File: src/rtl/fp_result_collector_if.sv
// fp_result_collector_if: issue/result/consumer signals between the FP pipeline,
// its result collector and the downstream consumer.
interface fp_result_collector_if #(
    parameter int DEPTH = 8,
    parameter int CNT_W = $clog2(DEPTH) + 1
);
    logic             issue_in;
    logic             can_issue;
    logic             res_valid;
    logic [31:0]      res_data;
    logic             res_invalid;
    logic             res_overflow;
    logic             res_underflow;
    logic             res_inexact;
    logic             out_valid;
    logic             out_ready;
    logic [31:0]      out_data;
    logic [3:0]       out_flags;
    logic [3:0]       sticky_flags;
    logic             flags_clear;
    logic [CNT_W-1:0] count;
    logic             err;

    modport master (
        output issue_in, res_valid, res_data, res_invalid, res_overflow, res_underflow,
               res_inexact, out_ready, flags_clear,
        input  can_issue, out_valid, out_data, out_flags, sticky_flags, count, err
    );

    modport slave (
        input  issue_in, res_valid, res_data, res_invalid, res_overflow, res_underflow,
               res_inexact, out_ready, flags_clear,
        output can_issue, out_valid, out_data, out_flags, sticky_flags, count, err
    );
endinterface

File: src/rtl/fp_result_collector.sv
// fp_result_collector: result FIFO, sticky fflags and credit-based issue control for a non-stalling FP pipeline.
// Optional FP_COLLECT_BYPASS_EN forwards a result straight to the consumer when the FIFO is empty.
module fp_result_collector #(
    parameter int DEPTH = 8,
    parameter int CNT_W = $clog2(DEPTH) + 1
) (
    input logic                 clk,
    input logic                 rst_n,
    fp_result_collector_if.slave bus
);
    localparam int AW = $clog2(DEPTH);

    logic [35:0]      mem [DEPTH];
    logic [35:0]      head;
    logic [AW-1:0]    wr_ptr, rd_ptr;
    logic [CNT_W-1:0] count, inflight;
    logic [CNT_W:0]   credit_sum;
    logic [3:0]       sticky, res_flags;
    logic             err, empty, full, pop, push, wr_en, drop, bypass;
    logic             underflow, over_issue, can_issue, inc, dec;

    assign res_flags  = {bus.res_invalid, bus.res_overflow, bus.res_underflow, bus.res_inexact};
    assign empty      = count == '0;
    assign full       = count == CNT_W'(DEPTH);
`ifdef FP_COLLECT_BYPASS_EN
    assign bypass     = empty & bus.res_valid & bus.out_ready;
`else
    assign bypass     = 1'b0;
`endif
    assign pop        = !empty & bus.out_ready;
    assign push       = bus.res_valid & !bypass;
    assign wr_en      = push & (!full | pop);
    assign drop       = push & full & !pop;
    assign credit_sum = {1'b0, count} + {1'b0, inflight};
    assign can_issue  = credit_sum < (CNT_W+1)'(DEPTH);
    assign inc        = bus.issue_in & !bus.res_valid;
    assign dec        = bus.res_valid & !bus.issue_in;
    assign underflow  = dec & (inflight == '0);
    assign over_issue = bus.issue_in & !can_issue;
    assign head       = mem[rd_ptr];

    // Outputs read as zero while empty so reset and idle present a clean bus
    assign bus.out_valid    = !empty | bypass;
    assign bus.out_data     = bypass ? bus.res_data : (empty ? 32'h0 : head[31:0]);
    assign bus.out_flags    = bypass ? res_flags : (empty ? 4'h0 : head[35:32]);
    assign bus.can_issue    = can_issue;
    assign bus.count        = count;
    assign bus.sticky_flags = sticky;
    assign bus.err          = err;

    always_ff @(posedge clk) begin
        if (wr_en) mem[wr_ptr] <= {res_flags, bus.res_data};
    end

    always_ff @(posedge clk or negedge rst_n) begin
        if (!rst_n) begin
            wr_ptr   <= '0;
            rd_ptr   <= '0;
            count    <= '0;
            inflight <= '0;
            sticky   <= '0;
            err      <= 1'b0;
        end else begin
            if (wr_en) wr_ptr <= wr_ptr + AW'(1);
            if (pop) rd_ptr <= rd_ptr + AW'(1);
            if (wr_en & !pop) count <= count + CNT_W'(1);
            else if (pop & !wr_en) count <= count - CNT_W'(1);
            // Saturate both ways so repeated protocol abuse cannot wrap the credit count
            if (inc & (inflight != '1)) inflight <= inflight + CNT_W'(1);
            else if (dec & !underflow) inflight <= inflight - CNT_W'(1);
            sticky <= (bus.flags_clear ? 4'h0 : sticky) | (bus.res_valid ? res_flags : 4'h0);
            err    <= err | drop | underflow | over_issue;
        end
    end
endmodule
File: src/flat_wrapper.sv
// flat-port wrapper written by rule: the top's interface ports become plain ports
module fp_result_collector_flat 
#(
    parameter int DEPTH = 8,
    parameter int CNT_W = $clog2(DEPTH) + 1
)
  (clk, rst_n, bus_issue_in, bus_res_valid, bus_res_data, bus_res_invalid, bus_res_overflow, bus_res_underflow, bus_res_inexact, bus_out_ready, bus_flags_clear, bus_can_issue, bus_out_valid, bus_out_data, bus_out_flags, bus_sticky_flags, bus_count, bus_err);
  fp_result_collector_if #(.DEPTH(DEPTH), .CNT_W(CNT_W)) bus_i ();
  input logic clk;
  input logic rst_n;
  input wire logic [$bits(bus_i.issue_in)-1:0] bus_issue_in;
  input wire logic [$bits(bus_i.res_valid)-1:0] bus_res_valid;
  input wire logic [$bits(bus_i.res_data)-1:0] bus_res_data;
  input wire logic [$bits(bus_i.res_invalid)-1:0] bus_res_invalid;
  input wire logic [$bits(bus_i.res_overflow)-1:0] bus_res_overflow;
  input wire logic [$bits(bus_i.res_underflow)-1:0] bus_res_underflow;
  input wire logic [$bits(bus_i.res_inexact)-1:0] bus_res_inexact;
  input wire logic [$bits(bus_i.out_ready)-1:0] bus_out_ready;
  input wire logic [$bits(bus_i.flags_clear)-1:0] bus_flags_clear;
  output wire logic [$bits(bus_i.can_issue)-1:0] bus_can_issue;
  output wire logic [$bits(bus_i.out_valid)-1:0] bus_out_valid;
  output wire logic [$bits(bus_i.out_data)-1:0] bus_out_data;
  output wire logic [$bits(bus_i.out_flags)-1:0] bus_out_flags;
  output wire logic [$bits(bus_i.sticky_flags)-1:0] bus_sticky_flags;
  output wire logic [$bits(bus_i.count)-1:0] bus_count;
  output wire logic [$bits(bus_i.err)-1:0] bus_err;
  assign bus_i.issue_in = bus_issue_in;
  assign bus_i.res_valid = bus_res_valid;
  assign bus_i.res_data = bus_res_data;
  assign bus_i.res_invalid = bus_res_invalid;
  assign bus_i.res_overflow = bus_res_overflow;
  assign bus_i.res_underflow = bus_res_underflow;
  assign bus_i.res_inexact = bus_res_inexact;
  assign bus_i.out_ready = bus_out_ready;
  assign bus_i.flags_clear = bus_flags_clear;
  assign bus_can_issue = bus_i.can_issue;
  assign bus_out_valid = bus_i.out_valid;
  assign bus_out_data = bus_i.out_data;
  assign bus_out_flags = bus_i.out_flags;
  assign bus_sticky_flags = bus_i.sticky_flags;
  assign bus_count = bus_i.count;
  assign bus_err = bus_i.err;
  fp_result_collector #(.DEPTH(DEPTH), .CNT_W(CNT_W)) u_core (.clk(clk), .rst_n(rst_n), .bus(bus_i));
endmodule
File: config.mk
export PLATFORM = sky130hd
export DESIGN_NAME = fp_result_collector_flat
export DESIGN_NICKNAME = d
export VERILOG_FILES = /design/src/rtl/fp_result_collector_if.sv /design/src/rtl/fp_result_collector.sv /design/src/flat_wrapper.sv
export SDC_FILE = /design/constraint.sdc
export NUM_CORES = 1
export LEC_CHECK = 0
export BUFFER_PORTS_ARGS = -buffer_cell sky130_fd_sc_hd__buf_2
export CAP_MARGIN = 20
export CORE_MARGIN = 10
export CORE_UTILIZATION = 50
export CTS_CLUSTER_DIAMETER = 50
export DETAILED_ROUTE_END_ITERATION = 8
export PLACE_DENSITY = 0.8
export SLEW_MARGIN = 10
export SYNTH_ARGS = -nofsm -noshare
export SYNTH_HDL_FRONTEND = slang
export SYNTH_SLANG_ARGS = --single-unit
File: constraint.sdc
create_clock -name clk -period 6.6 [get_ports clk]
set_input_delay 0.33 -clock clk [delete_from_list [all_inputs] [get_ports clk]]
set_output_delay 0.33 -clock clk [all_outputs]
set_load 0.05 [all_outputs]
# After elaboration in Yosys (flattened, before gate mapping)
# Memories as Yosys holds them, arrays and structs flattened.
# Cells that the tools add are included.
[op_classes]
n_addsub = 7
n_lt_le_gt_ge = 1
n_eq_ne = 2
n_mux = 10
bitwise_logic = 17
n_reduce_logical = 12
[op_table]
columns = ["cell", "n"]
rows = [
  ["$mux W32", 1],
  ["$mux W4", 7],
  ["$and A1 B1 Y1", 12],
  ["$add A4 B1 Y4 const B", 2],
  ["$logic_not A1 Y1", 8],
  ["$logic_not A4 Y1", 2],
  ["$sub A4 B1 Y4 const B", 2],
  ["$add A3 B1 Y3 const B", 2],
  ["$add A4 B4 Y5", 1],
  ["$lt A5 B4 Y1 const B", 1],
  ["$eq A4 B4 Y1 const B", 1],
  ["$ne A4 B4 Y1 const B", 1],
  ["$or A1 B1 Y1", 4],
  ["$or A4 B4 Y4", 1],
  ["$reduce_bool A2 Y1", 2],
  ["$mux W1", 2],
]
[word_totals]
register_bits = 19
ram_bits = 288
in_bits = 42
output_inout_bits = 47
wordCells = 56
n_memories = 1
[memory_table]
columns = ["memory", "words", "width", "read_ports", "rd_clocked_by_memory_dff", "write_ports", "line_no", "source"]
rows = [
  ["u_core.mem", 8, 36, 1, 0, 1, "fp_result_collector.sv:13", "logic [35:0] mem [DEPTH];"],
]

# Longest topological paths before layout
# Gate-level depths: netlist of the first run.
[logic_depth]
ltp_word = 9
ltp_mapped = 10
ltp_nobuf = 10

# Least setup slack after synthesis of the first run
# Ideal clock, no wire load.
[synth_path]
path_kind = "register -> register"
startpoint = "register u_core.count[1] (netlist: u_core.bus.count[1])"
endpoint = "memory u_core.mem[0][0] (enable)"
setup_ns = 0.474
arrival_time_ns = 3.905
required_ns = 6.126
setup_slack_ns = 2.221
path_stages_with_launch = 5
path_buffers = 0
period_less_slack_ns = 4.379
cell_sequence = "dfrtp_1 > nor3_1 > a31oi_2 > nand2b_1 > nor3_1"
[synth_via]
elab_chain_len = 7
elab_cells_between_ends = 9
cone_classes = "eq/ne (1); mux (2); bitwise (3); reduce/logical (3)"
[synth_rtl]
columns = ["item", "line_no", "source"]
rows = [
  ["start, declared", "fp_result_collector.sv:16", "logic [CNT_W-1:0] count, inflight;"],
  ["start signal, assigned", "fp_result_collector.sv:66", "if (wr_en & !pop) count <= count + CNT_W'(1);"],
  ["start signal, assigned", "fp_result_collector.sv:67", "else if (pop & !wr_en) count <= count - CNT_W'(1);"],
  ["$logic_not A4 Y1", "fp_result_collector.sv:23", "assign empty = count == '0;"],
  ["$logic_not A1 Y1", "fp_result_collector.sv:30", "assign pop = !empty & bus.out_ready;"],
  ["$and A1 B1 Y1", "fp_result_collector.sv:30", ""],
  ["$or A1 B1 Y1 (*)", "fp_result_collector.sv:32", "assign wr_en = push & (!full | pop);"],
  ["$and A1 B1 Y1 (*)", "fp_result_collector.sv:32", ""],
  ["named net u_core.wr_en", "fp_result_collector.sv:19", "logic err, empty, full, pop, push, wr_en, drop, bypass;"],
  ["$mux W1 (*)", "fp_result_collector.sv:52", "if (wr_en) mem[wr_ptr] <= {res_flags, bus.res_data};"],
  ["$mux W1 (implied by the code) (*)", "fp_result_collector.sv:52", ""],
  ["end, declared", "fp_result_collector.sv:13", ""],
]
# Mark *: on every way through the listed nets, which the timed path passes. The rest lies on a longest branch.

# Final worst setup path of the first run
[layout_path]
startpoint = "register u_core.rd_ptr[0]"
endpoint = "output port bus_out_data[31]"
[layout_via]
elab_chain_len = 2
[layout_rtl]
columns = ["item", "line_no", "source"]
rows = [
  ["start, declared", "fp_result_collector.sv:15", "logic [AW-1:0] wr_ptr, rd_ptr;"],
  ["start signal, assigned", "fp_result_collector.sv:65", "if (pop) rd_ptr <= rd_ptr + AW'(1);"],
  ["$mem_v2 Z8 W36", "--", ""],
  ["$mux W32", "fp_result_collector.sv:44", "assign bus.out_data = bypass ? bus.res_data : (empty ? 32'h0 : head[31:0]);"],
  ["end, declared", "flat_wrapper.sv:22", "output wire logic [$bits(bus_i.out_data)-1:0] bus_out_data;"],
]
# Every way passes these cells.

==> flow_metrics.env, run 1 <==
export IMPL_worstPathArrival_ps=3360
export IMPL_skew_ps=18.02
export IMPL_regToRegSetupSlack_ps=3330
export IMPL_cts_root_buf="clkbuf_16"
export IMPL_h_tree_depth=1
export IMPL_wl_met1_um=9885
export IMPL_whs_path_depth=1
export IMPL_wl_met3_um=1358
export IMPL_p_int_uw=4351
export IMPL_final_cell_mix="edfxtp_1 (288), buf_2 (88), mux4_2 (72)"
export IMPL_area_growth_pct=15.55
export IMPL_final_common_cell="edfxtp_1"
export IMPL_clk_path_buf_depth=3
export IMPL_r2r_end="u_core.bus.count[3]"
export IMPL_drt_total_wl_um=23540
export IMPL_yosys_warnings=0
export IMPL_r2r_cells=10
export IMPL_synth_area_mm2=0.01204
export IMPL_die_h_um=175.2
export IMPL_cts_buffers=31
export IMPL_fp_dieW_um=175.2
export IMPL_worst_hold_slack_ps=37.94
export IMPL_cts_clk_slew_worst_paths_ps=60
export IMPL_wl_met2_um=11910
export IMPL_rsz0062_at_grt="false"
export IMPL_netSwitchingFraction=0.3791
export IMPL_gr_total_overflow=0
export IMPL_antenna_found_initial=3
export IMPL_ir_drop_mv=0.4138
export IMPL_synth_area_per_cell_um2=21.38
export IMPL_maxCapViolCount=0
export IMPL_critical_path_peak_fanout=46
export IMPL_syn_inst=563
export IMPL_power_density_mw_per_mm2=503.7
export IMPL_grt_usage=0.1562
export IMPL_pwr_share_seq=0.394
export IMPL_ant_nets=0
export IMPL_status="finished, final reports clean"
export IMPL_cts_sinks=307
export IMPL_initial_core_util=0.5099
export IMPL_tns_ps=0
export IMPL_num_nets_final=729
export IMPL_fp_coreArea_mm2=0.02361
export IMPL_diodes=0
export IMPL_dpl_hpwl_um=14110
export IMPL_setup_viol=0
export IMPL_std_cell_rows=56
export IMPL_wl_per_cell_um=23.21
export IMPL_synth_seq_cells=307
export IMPL_fmax_ghz=0.2707
export IMPL_hold_viol_final=0
export IMPL_min_delay_start="bus_res_data[15]"
export IMPL_drc_errors=0
export IMPL_io_pins=89
export IMPL_drive_gt1_frac=0.3468
export IMPL_grt_pass1_vias=6286
export IMPL_critPathKind="register to primary output"
export IMPL_slew_limit_headroom=0.2942
export IMPL_p_comb_frac=0.369
export IMPL_whs_endpoint="u_core.mem[7][15]"
export IMPL_yosysSeqAreaShare=0.7578
export IMPL_vias=5651
export IMPL_finalCritPeriodShare=0.5597
export IMPL_grt_start_max_net_pins=75
export IMPL_place_gp_congestion=0.7337
export IMPL_critPathLaunchType="register"
export IMPL_dieArea_mm2=0.03068
export IMPL_port_buffers=88
export IMPL_rr_startpoint="u_core.bus.count[1]"
export IMPL_clockPowerShare=0.237
export IMPL_cp_end_kind="primary output"
export IMPL_grt_pass1_wl_um=37210
export IMPL_period_minus_slack_ps=3694
export IMPL_drt_iter0_markers=389
export IMPL_worst_pin_slew_ps=1059
export IMPL_power_switching_uw=2657
export IMPL_drv_slew=0
export IMPL_highest_layer="met5"
export IMPL_cts_tree="built"
export IMPL_required_ps=6270
export IMPL_drt_first_pass_iters=4
export IMPL_stdcell_count=1014
export IMPL_viasPerCell=5.573
export IMPL_dpl_cell_count=959
export IMPL_p_leak_uw=0.004771
export IMPL_hp_class="primary input to register"
export IMPL_cts_resized_gates=0
export IMPL_clk_latency_ps=540
export IMPL_synth_distinct_cells=38
export IMPL_syn_nets=617
-- repair_timing --
action / 4_1_cts / 5_1_grt
hold buffers: 2 / 0
endpoints found under the setup margin: 0 / 0
buffers inserted: 0 / 0
endpoints found under the hold margin: 20 / 0
-- worst max-delay path by stage --
| stage | startpoint | to | slack [ps] | cells after the start |
|---|---|---|---|---|
| 6_report | u_core.rd_ptr[0] | bus_out_data[31] | 2910 | 5 |
| 4_1_cts | u_core.rd_ptr[0] | bus_out_data[31] | 2790 | 5 |
| 5_1_grt | u_core.rd_ptr[0] | bus_out_data[31] | 2620 | 5 |
| 2_1_floorplan | u_core.bus.count[1] | u_core.mem[0][0] | 2220 | 4 |
| 3_3_place_gp | u_core.rd_ptr[0] | bus_out_data[10] | 3460 | 5 |
| 3_5_place_dp | u_core.bus.count[1] | u_core.bus.count[3] | 3340 | 10 |
-- synth_stat cells --
library cell / instances / area (um2)
a21oi_1: 2 / 10.01
nand2_1: 10 / 37.54
edfxtp_1: 288 / 8648
mux2_1: 1 / 11.26
mux2_2: 4 / 45.04
or4_1: 1 / 7.510
inv_2: 1 / 3.750
clkbuf_1: 5 / 18.77
a31oi_2: 1 / 12.51
a211o_1: 1 / 8.760
buf_4: 7 / 52.55
a2111oi_4: 1 / 27.53
nor4_4: 1 / 21.27
buf_1: 4 / 15.01
a31o_1: 1 / 8.760
and2_4: 1 / 8.760
inv_1: 7 / 26.28
nand2_2: 1 / 6.260
buf_2: 7 / 35.03
nor2b_1: 1 / 6.260
clkbuf_2: 1 / 5.000
xor2_1: 3 / 26.28
mux4_2: 72 / 1622
nor2_1: 42 / 157.7
nand4_1: 1 / 6.260
xnor2_1: 6 / 52.55
nor3_1: 6 / 30.03
mux2i_1: 38 / 380.4
ha_1: 10 / 125.1
a21o_1: 2 / 15.01
fa_1: 2 / 40.04
nand3_1: 3 / 15.01
o31ai_1: 1 / 7.510
nand3b_1: 1 / 7.510
o21ai_0: 7 / 35.03
nand2b_1: 3 / 18.77
dfrtp_1: 19 / 475.5
a2111oi_0: 1 / 8.760
-- per-layer routing --
metal	GRT usage	vias to the layer above
met5	0	-
met4	0.03285	6
met3	0.03298	42
met2	0.2659	140
met1	0.2034	2945
li1	-	2518
-- area by class of cell --
class                           count  area [um2]
Multi-Input combinational cell    224        2814
Timing Repair Buffer              103       558.0
Sequential cell                   307        9133
Inverter                            8       30.03
Fill cell                        1732        9702
Tap cell                          319       399.1
Clock inverter                     20       193.9
Clock buffer                       33       783.3
-- per-stage QoR --
step / setup WS, ps / utilization / instance area (um2) / power, uW
detailed placement: 3341 / 0.5469 / 12910 / 5437
floorplan: 2221 / - / 12040 / 4759
global route: 2617 / 0.5891 / 13910 / 7365
global placement: 3456 / 0.5469 / 12910 / 5359
finish: 2906 / 0.5891 / 13910 / 7007
CTS: 2794 / 0.5891 / 13910 / 7110
-- logic make-up after synthesis --
group | synth area share
XOR/XNOR | 0.006548
adder cells (fa/ha/maj) | 0.01372
AND/OR/NAND/NOR | 0.02682
buffers and inverters | 0.01299
flip-flops | 0.7578
multiplexers | 0.1710
AO/OA/AOI/OAI | 0.01112
-- critical path: stages, from the launching register on --
cell,delay [ps]
dfrtp_4,780
buf_4,790
mux4_2,600
mux2i_1,260
nor2_1,70
buf_2,230
-- power by group through the flow --
| stage | Clock [uW] | Combinational (uW) | Sequential [uW] |
|---|---|---|---|
| 2_1_floorplan | 0 | 2110 | 2650 |
| 3_3_place_gp | 0 | 2580 | 2780 |
| 3_5_place_dp | 0 | 2630 | 2810 |
| 4_1_cts | 1700 | 2640 | 2770 |
| 5_1_grt | 1780 | 2770 | 2810 |
| 6_report | 1660 | 2580 | 2760 |
-- state kept, by name, summed over array words and instances, names as in the netlist --
signal	flops
u_core.wr_ptr	3
u_core.rd_ptr	3
u_core.bus.sticky_flags	4
u_core.mem	288
u_core.inflight	4
u_core.bus.count	4
u_core.bus.err	1
Note: power is estimated with default switching activity, not from simulation.
==> inputs of run 2 (changes only) <==
Settings changed: ABC_AREA from default to 1.
Clock period 6.6 ns to 3.64 ns, I/O delays scaled along.
==> run 2 against run 1 <==
Final cell count increased by 64%. Hold slack improved by 49 ps. Non-clock buffer count up 52. Total power grew 96%. Sequential share of layout area is 5.6 points lower. First-iteration DRC count grew 87%. Clock skew rose by 2.5 ps. Largest power group is now combinational logic. Die area grew 6.7%. Core utilization increased by 1.1 points. Area after synthesis grew 7.5%. Largest cell class unchanged. Critical endpoint unchanged. Worst setup slack worse by 2500 ps. Global-route usage is 1.5 points higher.
==> flow_metrics.env, run 2 <==
export IMPL_cpPeakStageDelay_ps=890
export IMPL_fp_dieW_um=180.9
export IMPL_highest_layer="met4"
export IMPL_worstPathArrival_ps=3010
export IMPL_port_buffers=88
export IMPL_ir_drop_mv=0.7453
export IMPL_cts_buffers=31
export IMPL_drive_gt1_frac=0.1288
export IMPL_wl_met1_um=12180
export IMPL_synth_seq_cells=307
export IMPL_slew_limit_headroom=0.3497
export IMPL_required_ps=3460
export IMPL_status="finished, final reports clean"
export IMPL_cts_clk_slew_worst_paths_ps=60
export IMPL_rsz0062_at_grt="false"
export IMPL_hp_class="primary input to asynchronous set/reset pin"
export IMPL_pwr_share_seq=0.347
export IMPL_clk_path_buf_depth=3
export IMPL_p_comb_frac=0.425
export IMPL_drt_total_wl_um=29180
export IMPL_synthFlopType="edfxtp_1"
export IMPL_yosys_top_cells_area="edfxtp_1 (67%), nand2_1 (8.7%), nor2_1 (5.5%)"
export IMPL_crit_slowest_cell="dfrtp_4"
export IMPL_power_density_mw_per_mm2=904.3
export IMPL_fp_coreArea_mm2=0.02533
export IMPL_setup_viol=0
export IMPL_synth_top_area_frac=0.6681
export IMPL_fmax_ghz=0.3133
export IMPL_io_pins=89
export IMPL_largest_reg_flops=288
export IMPL_cts_resized_gates=0
export IMPL_cp_end_kind="primary output"
export IMPL_syn_inst=1183
export IMPL_stdcell_count=1666
export IMPL_finalCritPeriodShare=0.8768
export IMPL_synth_most_common_cell="nand2_1"
export IMPL_ys_top_cells_by_count="nand2_1 (299), edfxtp_1 (288), nor2_1 (188)"
export IMPL_synth_area_per_cell_um2=10.94
export IMPL_grt_usage=0.1714
export IMPL_final_common_cell="nand2_1"
export IMPL_skew_ps=20.56
export IMPL_dieArea_mm2=0.03273
export IMPL_clockPowerShare=0.229
export IMPL_vias=8775
export IMPL_cts_sinks=307
export IMPL_initial_core_util=0.5111
export IMPL_num_nets_final=1367
export IMPL_netSwitchingFraction=0.4387
export IMPL_grt_pass1_wl_um=46190
export IMPL_critPathKind="register to primary output"
export IMPL_dpl_hpwl_um=16480
export IMPL_fin_util=0.6000
export IMPL_critical_path_peak_fanout=64
export IMPL_wl_met3_um=2024
export IMPL_wl_per_cell_um=17.51
export IMPL_yosysTopAreaCell="edfxtp_1"
export IMPL_worst_hold_slack_ps=86.98
export IMPL_viasPerCell=5.267
export IMPL_area_growth_pct=17.39
export IMPL_grt_start_max_net_pins=74
export IMPL_die_h_um=180.9
export IMPL_period_minus_slack_ps=3192
export IMPL_yosysSeqAreaShare=0.7048
export IMPL_regMostFlops="u_core.mem"
export IMPL_yosys_warnings=0
export IMPL_power_switching_uw=6028
export IMPL_h_tree_depth=1
export IMPL_critPathLaunchType="register"
export IMPL_cts_root_buf="clkbuf_16"
export IMPL_worst_path_buf_inv=2
export IMPL_dpl_cell_count=1567
export IMPL_antenna_found_initial=1
export IMPL_drt_iter0_markers=729
export IMPL_drc_errors=0
export IMPL_wl_met2_um=14400
export IMPL_syn_nets=1237
export IMPL_synth_area_mm2=0.01294
export IMPL_tns_ps=0
export IMPL_synth_distinct_cells=24
export IMPL_r2r_cells=13
export IMPL_drt_first_pass_iters=5
export IMPL_cts_setup_buffers=0
export IMPL_async_flop_share=0.06189
export IMPL_place_gp_congestion=0.7416
export IMPL_worst_pin_slew_ps=970.1
export IMPL_drv_slew=0
export IMPL_gr_total_overflow=0
export IMPL_p_leak_uw=0.006194
export IMPL_final_cell_mix="nand2_1 (299), edfxtp_1 (288), nor2_1 (188)"
export IMPL_synth_edf_count=288
export IMPL_hold_viol_final=0
export IMPL_cts_tree="built"
export IMPL_p_int_uw=7713
export IMPL_clk_latency_ps=570
export IMPL_ant_nets=0
export IMPL_cp_num_cells=6
export IMPL_maxCapViolCount=0
export IMPL_std_cell_rows=58
export IMPL_critical_path_top_delay_family="flip-flops"
export IMPL_crit_chain="buf_4, o21ai_0, o21ai_0, nor2_1, nor2_1, buf_2"
export IMPL_grt_pass1_vias=8891
## run 2: cell types whose count changed in the layout (fill, tap and decap cells not counted), sizes merged, moves of 41 or more
cell | before | now
dlygate4sd3 | 2 | 43
nand2 | 11 | 300
nor2 | 42 | 188
inv | 11 | 100
mux4 | 72 | 0
o21ai | 7 | 115
nand3 | 3 | 85
## run 2: logic make-up (layout without fill, tap and decap cells)
kind of cell | Yosys count | count (layout) | synth area share
flops | 307 | 307 | 0.7048
fa+ha+maj | 12 | 12 | 0.01276
xor+xnor | 7 | 7 | 0.004736
buf+inv | 156 | 308 | 0.05345
other cells | 0 | 1 | 0
simple gates | 583 | 583 | 0.1786
compound gates | 118 | 118 | 0.04562
## run 2: path summary, 6_finish.rpt
| kind | endpoint | startpoint | slack (ps) |
|---|---|---|---|
| min in group clk | u_core.bus.err | bus_issue_in | 420 |
| max in group asynchronous | u_core.rd_ptr[0] | rst_n | 3200 |
| min | u_core.bus.count[0] | rst_n | 90 |
| max reg2reg | u_core.bus.count[3] | u_core.bus.count[0] | 1180 |
| max | bus_out_data[31] | u_core.rd_ptr[0] | 450 |
| min reg2reg | u_core.bus.err | u_core.bus.err | 470 |
## run 2: layout make-up
type                       count  area [um2]
tap                          330       412.9
sequential                   307        9129
inverter                      98       371.6
fill                        1914       10130
clock buffer                  33       783.3
antenna                        1       2.502
multi-input combinational    720        3174
timing repair buffer         155        1101
clock inverter                22       221.5
## run 2: per-layer routing
layer,vias to the layer above,global-route usage
li1,4211,-
met1,4207,0.2165
met2,301,0.2932
met3,56,0.03037
met4,0,0.05381
met5,-,0
## run 2: timing repair
action	4_1_cts	5_1_grt
endpoints found under the hold margin	314	0
setup endpoints to repair	0	0
hold buffers	43	0
## run 2: metrics by stage
stage / total power, uW / instance area, um2 / worst slack (ps)
finish: 13740 / 15200 / 448.4
floorplan: 9139 / 12940 / -395.3
global route: 14520 / 15190 / 261.9
CTS: 13810 / 15190 / 453.6
detailed placement: 10640 / 13760 / 1076
global placement: 10490 / 13760 / 1114
## run 2: power by group through the flow
stage	Combinational, uW	Clock [uW]	Sequential (uW)
final	5830	3140	4760
after global routing	6370	3330	4810
after CTS	5880	3180	4760
after detailed placement	5810	0	4830
after global placement	5690	0	4800
after floorplan	4350	0	4790
==> inputs of run 3 (changes only) <==
Settings changed: CELL_PAD_IN_SITES_DETAIL_PLACEMENT from default to 1, CELL_PAD_IN_SITES_GLOBAL_PLACEMENT from default to 1, CORE_UTILIZATION 50 to 45, PLACE_DENSITY 0.8 to 0.87.
==> run 3 against run 2 <==
Fmax down 3.6%. Sequential power about the same. Total power up 4.1%. Clock skew down 0.62 ps. Count of clock-buffer cells in the layout up 7. Final area up 0.63%. Critical path type unchanged. Highest routed layer unchanged.
==> flow_metrics.env, run 3 (same netlist as run 2, synthesis figures left out) <==
export IMPL_crit_slowest_cell="dfrtp_4"
export IMPL_finalCritPeriodShare=0.9098
export IMPL_critPathLaunchType="register"
export IMPL_power_density_mw_per_mm2=935.7
export IMPL_cts_clk_slew_worst_paths_ps=60
export IMPL_port_buffers=88
export IMPL_worstPathArrival_ps=3130
export IMPL_worst_pin_slew_ps=1067
export IMPL_drc_errors=0
export IMPL_clk_path_buf_depth=3
export IMPL_crit_path_frequent_cell="nand2_1"
export IMPL_grt_pass1_wl_um=56740
export IMPL_critical_path_top_delay_family="buffers and inverters"
export IMPL_crit_chain="inv_4, buf_4, nand2_1, nand2_1, nand2_1, nand3_1, nand2_1, nor2_1, buf_2"
export IMPL_critPathKind="register to primary output"
export IMPL_regArea_mm2=0.009130
export IMPL_num_nets_final=1370
export IMPL_initial_core_util=0.4535
export IMPL_cts_root_buf="clkbuf_16"
export IMPL_regMostFlops="u_core.mem"
export IMPL_fmax_ghz=0.3020
export IMPL_p_leak_uw=0.006228
export IMPL_worst_path_buf_inv=3
export IMPL_setup_viol=0
export IMPL_fp_dieW_um=189.6
export IMPL_dpl_hpwl_um=21140
export IMPL_clk_latency_ps=510
export IMPL_io_pins=89
export IMPL_cts_resized_gates=0
export IMPL_cts_setup_buffers=0
export IMPL_fillers=3061
export IMPL_p_total_uw=14310
export IMPL_final_common_cell="nand2_1"
export IMPL_hold_viol_final=0
export IMPL_antenna_found_initial=1
export IMPL_cpPeakStageDelay_ps=680
export IMPL_rsz0062_at_grt="false"
export IMPL_die_h_um=189.6
export IMPL_dieArea_mm2=0.03595
export IMPL_hp_class="primary input to register"
export IMPL_tns_ps=0
export IMPL_drive_gt1_frac=0.1350
export IMPL_multiInputGateArea_mm2=0.003174
export IMPL_cts_tree="built"
export IMPL_place_gp_congestion=0.7713
export IMPL_fp_coreArea_mm2=0.02855
export IMPL_cts_sinks=307
export IMPL_required_ps=3460
export IMPL_area_growth_pct=18.13
export IMPL_maxCapViolCount=0
export IMPL_drt_first_pass_iters=5
export IMPL_period_minus_slack_ps=3312
export IMPL_drt_iter0_markers=826
export IMPL_status="finished, final reports clean"
export IMPL_wl_per_cell_um=21.05
export IMPL_largest_reg_flops=288
export IMPL_grt_usage=0.1986
export IMPL_h_tree_depth=2
export IMPL_skew_ps=19.94
export IMPL_ant_nets=0
export IMPL_cp_end_kind="primary output"
export IMPL_ir_drop_mv=0.5950
export IMPL_critical_path_peak_fanout=51
export IMPL_std_cell_rows=62
export IMPL_drv_slew=0
export IMPL_drt_total_wl_um=36320
export IMPL_viasPerCell=5.375
export IMPL_cts_buffers=35
export IMPL_slew_limit_headroom=0.2845
export IMPL_gr_total_overflow=0
export IMPL_vias=9278
export IMPL_grt_start_max_net_pins=61
export IMPL_final_cell_mix="nand2_1 (299), edfxtp_1 (288), nor2_1 (188)"
export IMPL_grt_pass1_vias=10200
[run 3: cell types whose count changed in the layout (fill, tap and decap cells not counted), sizes merged]
| cell | delta |
|---|---|
| clkbuf | +7 |
| clkinv | +6 |
| dlygate4sd3 | -4 |
| buf | +3 |
| inv | -3 |
| bufinv | -2 |
| clkinvlp | -1 |
[run 3: area by class of cell]
cell class / count / share of cell area
clock buffer: 40 / 0.06128
multi-input combinational: 720 / 0.2076
sequential: 307 / 0.5970
inverter: 98 / 0.02430
clock inverter: 22 / 0.01064
tap: 384 / 0.03142
timing repair buffer: 154 / 0.06758
antenna: 1 / 0.0001636
[run 3: stage by stage]
step / cell area (um2) / worst slack, ps / hold slack [ps] / std cells / utilization
6_report: 15290 / 328.5 / 23.91 / 1726 / 0.5357
5_1_grt: 15290 / 195.3 / 34.30 / 1726 / 0.5357
4_1_cts: 15290 / 340.6 / 1.439 / 1725 / 0.5356
3_5_place_dp: 13800 / 981.2 / 174.9 / 1624 / 0.4834
3_3_place_gp: 13800 / 993.8 / 156.7 / 1624 / 0.4834
2_1_floorplan: 12940 / -395.3 / -113.6 / 1183 / -
[run 3: where the power goes]
group / switching, uW / total [uW] / internal (uW)
combinational: 4750 / 6170 / 1420
sequential: 313 / 4770 / 4450
clock: 1380 / 3370 / 1990
total: 6440 / 14300 / 7860
[run 3: layer usage]
| metal | up-vias | routed length (um) | GRT usage |
|---|---|---|---|
| li1 | 4219 | - | - |
| met1 | 4713 | 14720 | 0.2435 |
| met2 | 290 | 19170 | 0.3571 |
| met3 | 56 | 1814 | 0.03295 |
| met4 | 0 | 618 | 0.04884 |
| met5 | - | 0 | 0 |
[run 3: repair_timing]
action,in CTS,in global routing
hold buffers,39,0
hold endpoints to repair,308,0
endpoints found under the setup margin,0,0
[run 3: path summary, 6_finish.rpt]
check                               startpoint                         end  slack (ps)  cells past startpoint
setup / recovery              u_core.rd_ptr[0]            bus_out_flags[0]         330                      9
hold reg to reg                 u_core.bus.err              u_core.bus.err         480                      1
min in group asynchronous                rst_n          u_core.inflight[3]         170                      2
hold / removal                   bus_res_valid  u_core.bus.sticky_flags[0]          20                      3
setup reg to reg           u_core.bus.count[1]         u_core.bus.count[3]        1090                     13
max in group asynchronous                rst_n            u_core.rd_ptr[0]        3100                      2
[run 3: worst reg2reg max path, cell delays in order, from the launching register on]
cell and delay [ps]:
dfrtp_1 460, nor2_1 230, nand3_1 150, nand2_2 260
inv_1 170, ha_1 260, inv_1 120, ha_1 280
a21oi_1 180, nand2_1 90, nand2_1 70, nand2_1 60
nand2_1 70, nand2_1 50
